===== config.mk =====
export PLATFORM = sky130hd
export DESIGN_NAME = spi_reg_writer
export DESIGN_NICKNAME = d
export VERILOG_FILES = /design/src/rtl/spi_reg_writer.sv
export SDC_FILE = /design/constraint.sdc
export NUM_CORES = 1
export LEC_CHECK = 0
export CORE_MARGIN = 5
export CORE_UTILIZATION = 50
export CTS_CLUSTER_SIZE = 12
export DETAILED_ROUTE_END_ITERATION = 8
export GPL_ROUTABILITY_DRIVEN = 0
export GPL_TIMING_DRIVEN = 0
export PLACE_DENSITY = 0.74
export SLEW_MARGIN = 5
export SYNTH_ARGS = -nofsm -noshare
export SYNTH_HDL_FRONTEND = slang
export SYNTH_SLANG_ARGS = --single-unit

===== constraint.sdc =====
create_clock -name clk -period 2.4 [get_ports clk]
set_clock_uncertainty 0.15 [all_clocks]
set_input_delay 0.6 -clock clk [delete_from_list [all_inputs] [get_ports clk]]
set_output_delay 0.6 -clock clk [all_outputs]
set_load 0.01 [all_outputs]

===== src/rtl/spi_reg_writer.sv =====
// spi_reg_writer: SPI mode-0 controller that emits 16-bit register write
// frames {rw, addr[6:0], data[7:0]}, MSB first.
// Optional build macro SPI_READ_EN adds rw/cipo/rdata for read frames;
// without it every frame is a write (bit15 = 1).
module spi_reg_writer #(
    parameter int unsigned CLK_DIV = 4
) (
    input  logic       clk,
    input  logic       rst,
    input  logic       start,
    input  logic [6:0] addr,
    input  logic [7:0] wdata,
    output logic       ready,
    output logic       busy,
    output logic       done,
    output logic       sclk,
    output logic       copi,
`ifdef SPI_READ_EN
    input  logic       rw,
    input  logic       cipo,
    output logic [7:0] rdata,
`endif
    output logic       ncs
);

    localparam int unsigned CW = $clog2(CLK_DIV + 1);
    localparam logic [CW-1:0] HALF_LAST = CW'(CLK_DIV - 1);
    localparam logic [4:0] BIT_LAST = 5'd15;

    typedef enum logic [1:0] {
        IDLE,
        SETUP,
        SHIFT,
        GAP
    } state_t;

    state_t        state, state_n;
    logic [CW-1:0] half_cnt, half_cnt_n;
    logic [4:0]    bit_cnt, bit_cnt_n;
    // Holds frame bits 14..0; bit 15 goes straight to copi on accept.
    logic [14:0]   shreg, shreg_n;
    logic          sclk_n, copi_n, ncs_n, ready_n, busy_n, done_n;
    logic          frame_b15;
    logic          half_last;

`ifdef SPI_READ_EN
    logic       rw_q, rw_n;
    logic [7:0] rx_sh, rx_n;
    logic [7:0] rdata_n;
    assign frame_b15 = rw;
`else
    assign frame_b15 = 1'b1;
`endif

    assign half_last = (half_cnt == HALF_LAST);

    // State, counters and all outputs are registered here.
    always_ff @(posedge clk) begin
        if (rst) begin
            state    <= IDLE;
            half_cnt <= '0;
            bit_cnt  <= '0;
            shreg    <= '0;
            sclk     <= 1'b0;
            copi     <= 1'b0;
            ncs      <= 1'b1;
            ready    <= 1'b1;
            busy     <= 1'b0;
            done     <= 1'b0;
`ifdef SPI_READ_EN
            rw_q     <= 1'b0;
            rx_sh    <= '0;
            rdata    <= '0;
`endif
        end else begin
            state    <= state_n;
            half_cnt <= half_cnt_n;
            bit_cnt  <= bit_cnt_n;
            shreg    <= shreg_n;
            sclk     <= sclk_n;
            copi     <= copi_n;
            ncs      <= ncs_n;
            ready    <= ready_n;
            busy     <= busy_n;
            done     <= done_n;
`ifdef SPI_READ_EN
            rw_q     <= rw_n;
            rx_sh    <= rx_n;
            rdata    <= rdata_n;
`endif
        end
    end

    // Next-state and next-output logic for the frame sequencer.
    always_comb begin
        state_n    = state;
        half_cnt_n = half_cnt;
        bit_cnt_n  = bit_cnt;
        shreg_n    = shreg;
        sclk_n     = sclk;
        copi_n     = copi;
        ncs_n      = ncs;
        ready_n    = ready;
        busy_n     = busy;
        done_n     = 1'b0;
`ifdef SPI_READ_EN
        rw_n       = rw_q;
        rx_n       = rx_sh;
        rdata_n    = rdata;
`endif

        case (state)
            IDLE: begin
                if (start && ready) begin
                    state_n    = SETUP;
                    shreg_n    = {addr, wdata};
                    copi_n     = frame_b15;
                    ncs_n      = 1'b0;
                    sclk_n     = 1'b0;
                    ready_n    = 1'b0;
                    busy_n     = 1'b1;
                    half_cnt_n = '0;
                    bit_cnt_n  = '0;
`ifdef SPI_READ_EN
                    rw_n       = rw;
                    rx_n       = '0;
`endif
                end
            end

            SETUP: begin
                if (half_last) begin
                    state_n    = SHIFT;
                    sclk_n     = 1'b1;
                    half_cnt_n = '0;
                end else begin
                    half_cnt_n = half_cnt + CW'(1);
                end
            end

            SHIFT: begin
                if (!half_last) begin
                    half_cnt_n = half_cnt + CW'(1);
                end else begin
                    half_cnt_n = '0;
                    if (sclk) begin
                        // Falling edge: present the next bit unless this was the last one.
                        sclk_n = 1'b0;
                        if (bit_cnt != BIT_LAST) begin
                            copi_n  = shreg[14];
                            shreg_n = {shreg[13:0], 1'b0};
                        end
                    end else if (bit_cnt == BIT_LAST) begin
                        // Hold half after the 16th fall has elapsed.
                        state_n = GAP;
                        ncs_n   = 1'b1;
                    end else begin
                        sclk_n    = 1'b1;
                        bit_cnt_n = bit_cnt + 5'd1;
`ifdef SPI_READ_EN
                        // Rising edges for bits 8..15 carry the read byte.
                        if (bit_cnt >= 5'd7) begin
                            rx_n = {rx_sh[6:0], cipo};
                        end
`endif
                    end
                end
            end

            GAP: begin
                if (half_last) begin
                    state_n    = IDLE;
                    half_cnt_n = '0;
                    done_n     = 1'b1;
                    ready_n    = 1'b1;
                    busy_n     = 1'b0;
                    copi_n     = 1'b0;
`ifdef SPI_READ_EN
                    if (!rw_q) begin
                        rdata_n = rx_sh;
                    end
`endif
                end else begin
                    half_cnt_n = half_cnt + CW'(1);
                end
            end

            default: begin
                state_n = IDLE;
            end
        endcase
    end

endmodule


---- Word level (Yosys, flattened, before mapping) ----
Cells that the tools add are included.
word-level totals
  flip-flop bits (word level) ............. 31
  input port bits ......................... 18
  word-level logic and storage cells ...... 82
operators by class
  add/sub/neg operators ................... 2
  equality and inequality tests ........... 15
  mux-type cells .......................... 39
  bitwise logic cells ..................... 1
  reductions and logical operators ........ 15
operator list
  kind                                                   number
  two-way mux 15 bit                                     4
  case mux 15 bit (2 select lines)                       1
  two-way mux 5 bit                                      4
  inequality test 2 bit, second input constant           9
  AND reduction 5 bit                                    3
  two-way mux 1 bit                                      14
  two-way mux 2 bit                                      6
  AND reduction 6 bit                                    2
  case mux 5 bit (2 select lines)                        1
  case mux 2 bit (4 select lines)                        1
  two-way mux 3 bit                                      2
  case mux 1 bit (2 select lines)                        3
  case mux 1 bit (3 select lines)                        2
  case mux 3 bit (2 select lines)                        1
  nonzero test 3 bit                                     2
  adder 5 x 1 -> 5 bit, second input constant            1
  equality test 5 x 4 -> 1 bit, second input constant    1
  inequality test 5 x 4 -> 1 bit, second input constant  1
  equality test 2 bit, second input constant             2
  AND reduction 4 bit                                    1
  nonzero test 2 bit                                     2
  adder 3 x 1 -> 3 bit, second input constant            1
  equality test 3 x 2 -> 1 bit, second input constant    1
  AND reduction 3 bit                                    1
  6 further kinds                                        6

---- Depth between registers and ports, before layout ----
  word-level depth ........................ 5
  mapped depth ............................ 8

---- Least setup slack after synthesis ----
OpenSTA, ideal clock, no wires.
  path type ............................... register -> register
  start point ............................. register bit_cnt[0]
  end point ............................... register shreg[14]
  setup time .............................. 0.134 ns
  data arrival time ....................... 1.742 ns
  path slack .............................. 0.374 ns
  stages on the path, launching flop included .. 9
  buffers on the path ..................... 1
  period minus slack after synthesis ...... 2.026 ns
  cell sequence ........................... dfxtp_1 > ha_1 > and3_1 > ha_1 > and4bb_4 > a21oi_2 > nor2_2 > buf_4 > a211oi_2
between the ends
  word-level cells in the longest chain between the ends .. 3
RTL lines
  element                                 RTL line  source
  from (decl)                             39        logic [4:0] bit_cnt, bit_cnt_n;
  from (signal assigned)                  78        bit_cnt <= bit_cnt_n;
  inequality test 5 x 4 -> 1 bit          149       if (bit_cnt != BIT_LAST) begin
  inequality test 2 bit (no source line)  --
  AND reduction 5 bit (no source line)    --
  to (signal assigned)                    79        shreg <= shreg_n;
  to (decl)                               41        logic [14:0] shreg, shreg_n;
No other way between the ends.
A chain may end at the register's enable or synchronous reset.

---- Final worst setup path ----
Ends and elaborated chain as after synthesis.

==> run_results.csv <==
group,metric,value,unit
outcome,status,"completed",
power,clkPwrFrac,0.111,
route,vias_per_cell,5.75,
floorplan,start_util,0.526,
setup_path,path_max_fanout,10,
floorplan,placementRows,21,
route,finalWirelength,3.90,mm
placed_design,hpwl,2.93,mm
sta,max_slew_margin,0.647,
power,p_per_area,1260,nW/µm²
global_route,grt_remaining_overflow,0,
setup_path,cp-start-kind,"flop",
flow_run,drv_cap,0,
cts,cts.sinks,31,
setup_path,critPathSlowestCell,"and4bb_4",
synthesis,synth_fp_nets,203,
placed_design,portBuffers,23,
synthesis,netlist_area,1780,µm²
synthesis,synthCells,177,
finish,fin_area,2120,µm²
sta,tightest_slew,0.529,ns
min_path,min_path_type,"reg -> reg",
cts,hold_buffers,0,
sta,clock.fmax,442,MHz
sta,slew_violations,0,
cts,cts-resized-gates,0,
cts,cts_tree,"yes",
synthesis,synthMuxAreaShare,0.0954,
setup_path,cp_top_family,"simple AND/OR/NAND/NOR gates",
synthesis,synth_ff_type,"dfxtp_1",
synthesis,synth_compound_area_frac,0.295,
floorplan,ios,24,
power,comb_power_share,0.603,
setup_path,max_stage_delay,0.38,ns
route,dr.pass1.iters,4,
cts,cts_htree_levels,2,
synthesis,yosys_warnings,0,
synthesis,synth_fa_ha_area_frac,0.0561,
finish,area_growth,18.9,%
power,seq_power_share,0.286,
synthesis,synthSimpleGateAreaFrac,0.126,
global_route,grt_usage,0.166,
cts,numCtsBuffers,5,
setup_path,cpMostUsedCell,"ha_1",
cts,clkTransAtPathRegs,0.10,ns
finish,antenna_cells,0,
setup_path,crit_chain,"ha_1 -> and3_1 -> ha_1 -> and4bb_4 -> a21oi_2 -> nor2_2 -> buf_4 -> a211oi_2",
sta,min_period,2.26,ns
cts,cts_buffer_depth,2,
route,first_iter_violations,83,
floorplan,coreArea,3390,µm²
synthesis,yosys_register_bits,31,
sta,setup_tns,0,ns
synthesis,seq_area_frac_synth,0.348,
setup_path,cp.required,2.46,ns
finish,nNetsFinal,233,
floorplan,fp.dieH,69.7,µm
global_route,grt_start_max_net_pins,11,
synthesis,synth-async-reset-ratio,0,
floorplan,die-area,4860,µm²
synthesis,syn_area_per_cell,10.1,µm²
power,p_sw,1.14,mW
cts,post_cts_buffers,0,
route,drc_errors,0,
sta,hold_viol,0,
setup_path,crit_type,"reg -> reg",
synthesis,synthXorXnorAreaFrac,0,
setup_path,worst-path-buf-inv,1,
sta,period_share,0.942,
setup_path,worstSetupEndpointType,"flop",
synthesis,synth.distinct_cells,44,
power,p_leak,0.762,nW
synthesis,synth_edf_count,0,
route,wl_per_cell,15.4,µm
finish,drive_gt1_frac,0.226,
global_route,grt_pass1_vias,1445,
cts,root_buffer,"clkbuf_4",
power,internal_power,1.52,mW
route,ant_nets,0,
power,ir_drop,0.666,mV
sta,setup_viol,0,
global_route,antenna_found_initial,0,
route,vias,1460,
placed_design,dpl_cell_area,2070,µm²
setup_path,arrival,2.32,ns
power,switching_share,0.428,
floorplan,die_x,69.7,µm
sta,rsz0062_at_grt,"no",
synthesis,synth_top_family_by_area,"compound AO/OA/AOI/OAI gates",
cts,insertion_delay,0.33,ns
global_route,grt_pass1_wl,6.57,mm
[power by group through the flow]
stage | registers [mW] | logic, mW | clock network (mW)
detailed placement | 0.772 | 1.60 | 0
global placement | 0.761 | 1.55 | 0
floorplan | 0.762 | 1.26 | 0
finish | 0.761 | 1.61 | 0.296
global route | 0.779 | 1.76 | 0.320
CTS | 0.761 | 1.61 | 0.300
[per-layer routing]
layer  track usage  up-vias  routed length (µm)
met5             0        -                   0
met4        0.0681        0                  67
met3        0.0493        9                 220
met2         0.270       42                1860
met1         0.203      691                1760
li1              -      718                   -
[worst paths after layout]
check / from / endpoint / slack, ns / cells past startpoint
min: copi / copi / 0.32 / 2
max: bit_cnt[0] / shreg[14] / 0.14 / 8
max reg2reg: bit_cnt[0] / shreg[14] / 0.14 / 8
min reg2reg: copi / copi / 0.32 / 2
[cell usage after synthesis, types with 2 or more instances]
cell type,n,area (µm²)
dfxtp_1,31,621
a21oi_1,19,95.1
mux2i_1,17,170
a21oi_2,12,105
a211oi_2,10,125
o21ai_0,9,45.0
ha_1,8,100
nor2_1,8,30.0
a211oi_1,5,37.5
inv_1,5,18.8
nand2b_1,5,31.3
buf_6,4,45.0
buf_4,3,22.5
a311oi_1,2,17.5
clkbuf_1,2,7.51
clkbuf_8,2,27.5
nand2_1,2,7.51
nand3_1,2,10.0
nor2_2,2,12.5
nor3_1,2,10.0
nor3b_1,2,15.0
o21bai_1,2,15.0
or2_2,2,12.5
[per-stage QoR]
stage / util / instances / power [mW] / hold slack [ns] / setup WS [ns]
2_1_floorplan: - / 177 / 2.02 / 0.291 / 0.374
6_report: 0.626 / 254 / 2.66 / 0.321 / 0.138
3_5_place_dp: 0.611 / 246 / 2.37 / 0.310 / 0.156
3_3_place_gp: 0.611 / 246 / 2.32 / 0.305 / 0.209
4_1_cts: 0.626 / 254 / 2.67 / 0.327 / 0.147
5_1_grt: 0.626 / 254 / 2.86 / 0.331 / 0.0314
[area by class of cell]
cell class / count / area (µm²)
plain buffers: 12 / 123
clock buffers: 7 / 45.0
clock inverters: 1 / 5.00
fillers: 280 / 1270
inverters: 5 / 18.8
multi-input cells: 129 / 1020
flip-flops and latches: 31 / 621
well taps: 46 / 57.6
repair buffers: 23 / 230
[state kept, by name (all words and copies together) (netlist names)]
signal	cells
bit_cnt	5
busy	1
copi	1
done	1
half_cnt	3
ncs	1
ready	1
sclk	1
shreg	15
state	2
[worst register-to-register path, cell delays in order (launching register included)]
cell	delay, ns
dfxtp_1	0.34
ha_1	0.23
and3_1	0.19
ha_1	0.22
and4bb_4	0.38
a21oi_2	0.07
nor2_2	0.20
buf_4	0.26
a211oi_2	0.09
[cells in the final DEF (no fill, tap or decap), types with 2 or more instances in the layout]
cell | synthesis | layout
clkdlybuf4s50_1 | 0 | 23
nor2_2 | 2 | 2
nor3b_1 | 2 | 2
nand2b_1 | 5 | 5
o21bai_1 | 2 | 2
dfxtp_1 | 31 | 31
clkbuf_8 | 2 | 2
a311oi_1 | 2 | 2
a211oi_2 | 10 | 10
nand3_1 | 2 | 2
a21oi_2 | 12 | 12
nand2_1 | 2 | 2
nor2_1 | 8 | 8
buf_4 | 3 | 3
clkbuf_4 | 0 | 5
o21ai_0 | 9 | 9
mux2i_1 | 17 | 17
inv_1 | 5 | 5
a21oi_1 | 19 | 19
clkbuf_1 | 2 | 4
nor3_1 | 2 | 2
buf_6 | 4 | 4
or2_2 | 2 | 2
ha_1 | 8 | 8
a211oi_1 | 5 | 5
[cell families (layout without fill, tap and decap cells)]
logic type	count (synthesis)	in the layout
compound gates	68	68
simple gates	36	36
flops	31	31
mux	17	17
buf+inv	17	48
fa+ha+maj	8	8
Note: power is estimated with default switching activity, not from simulation.
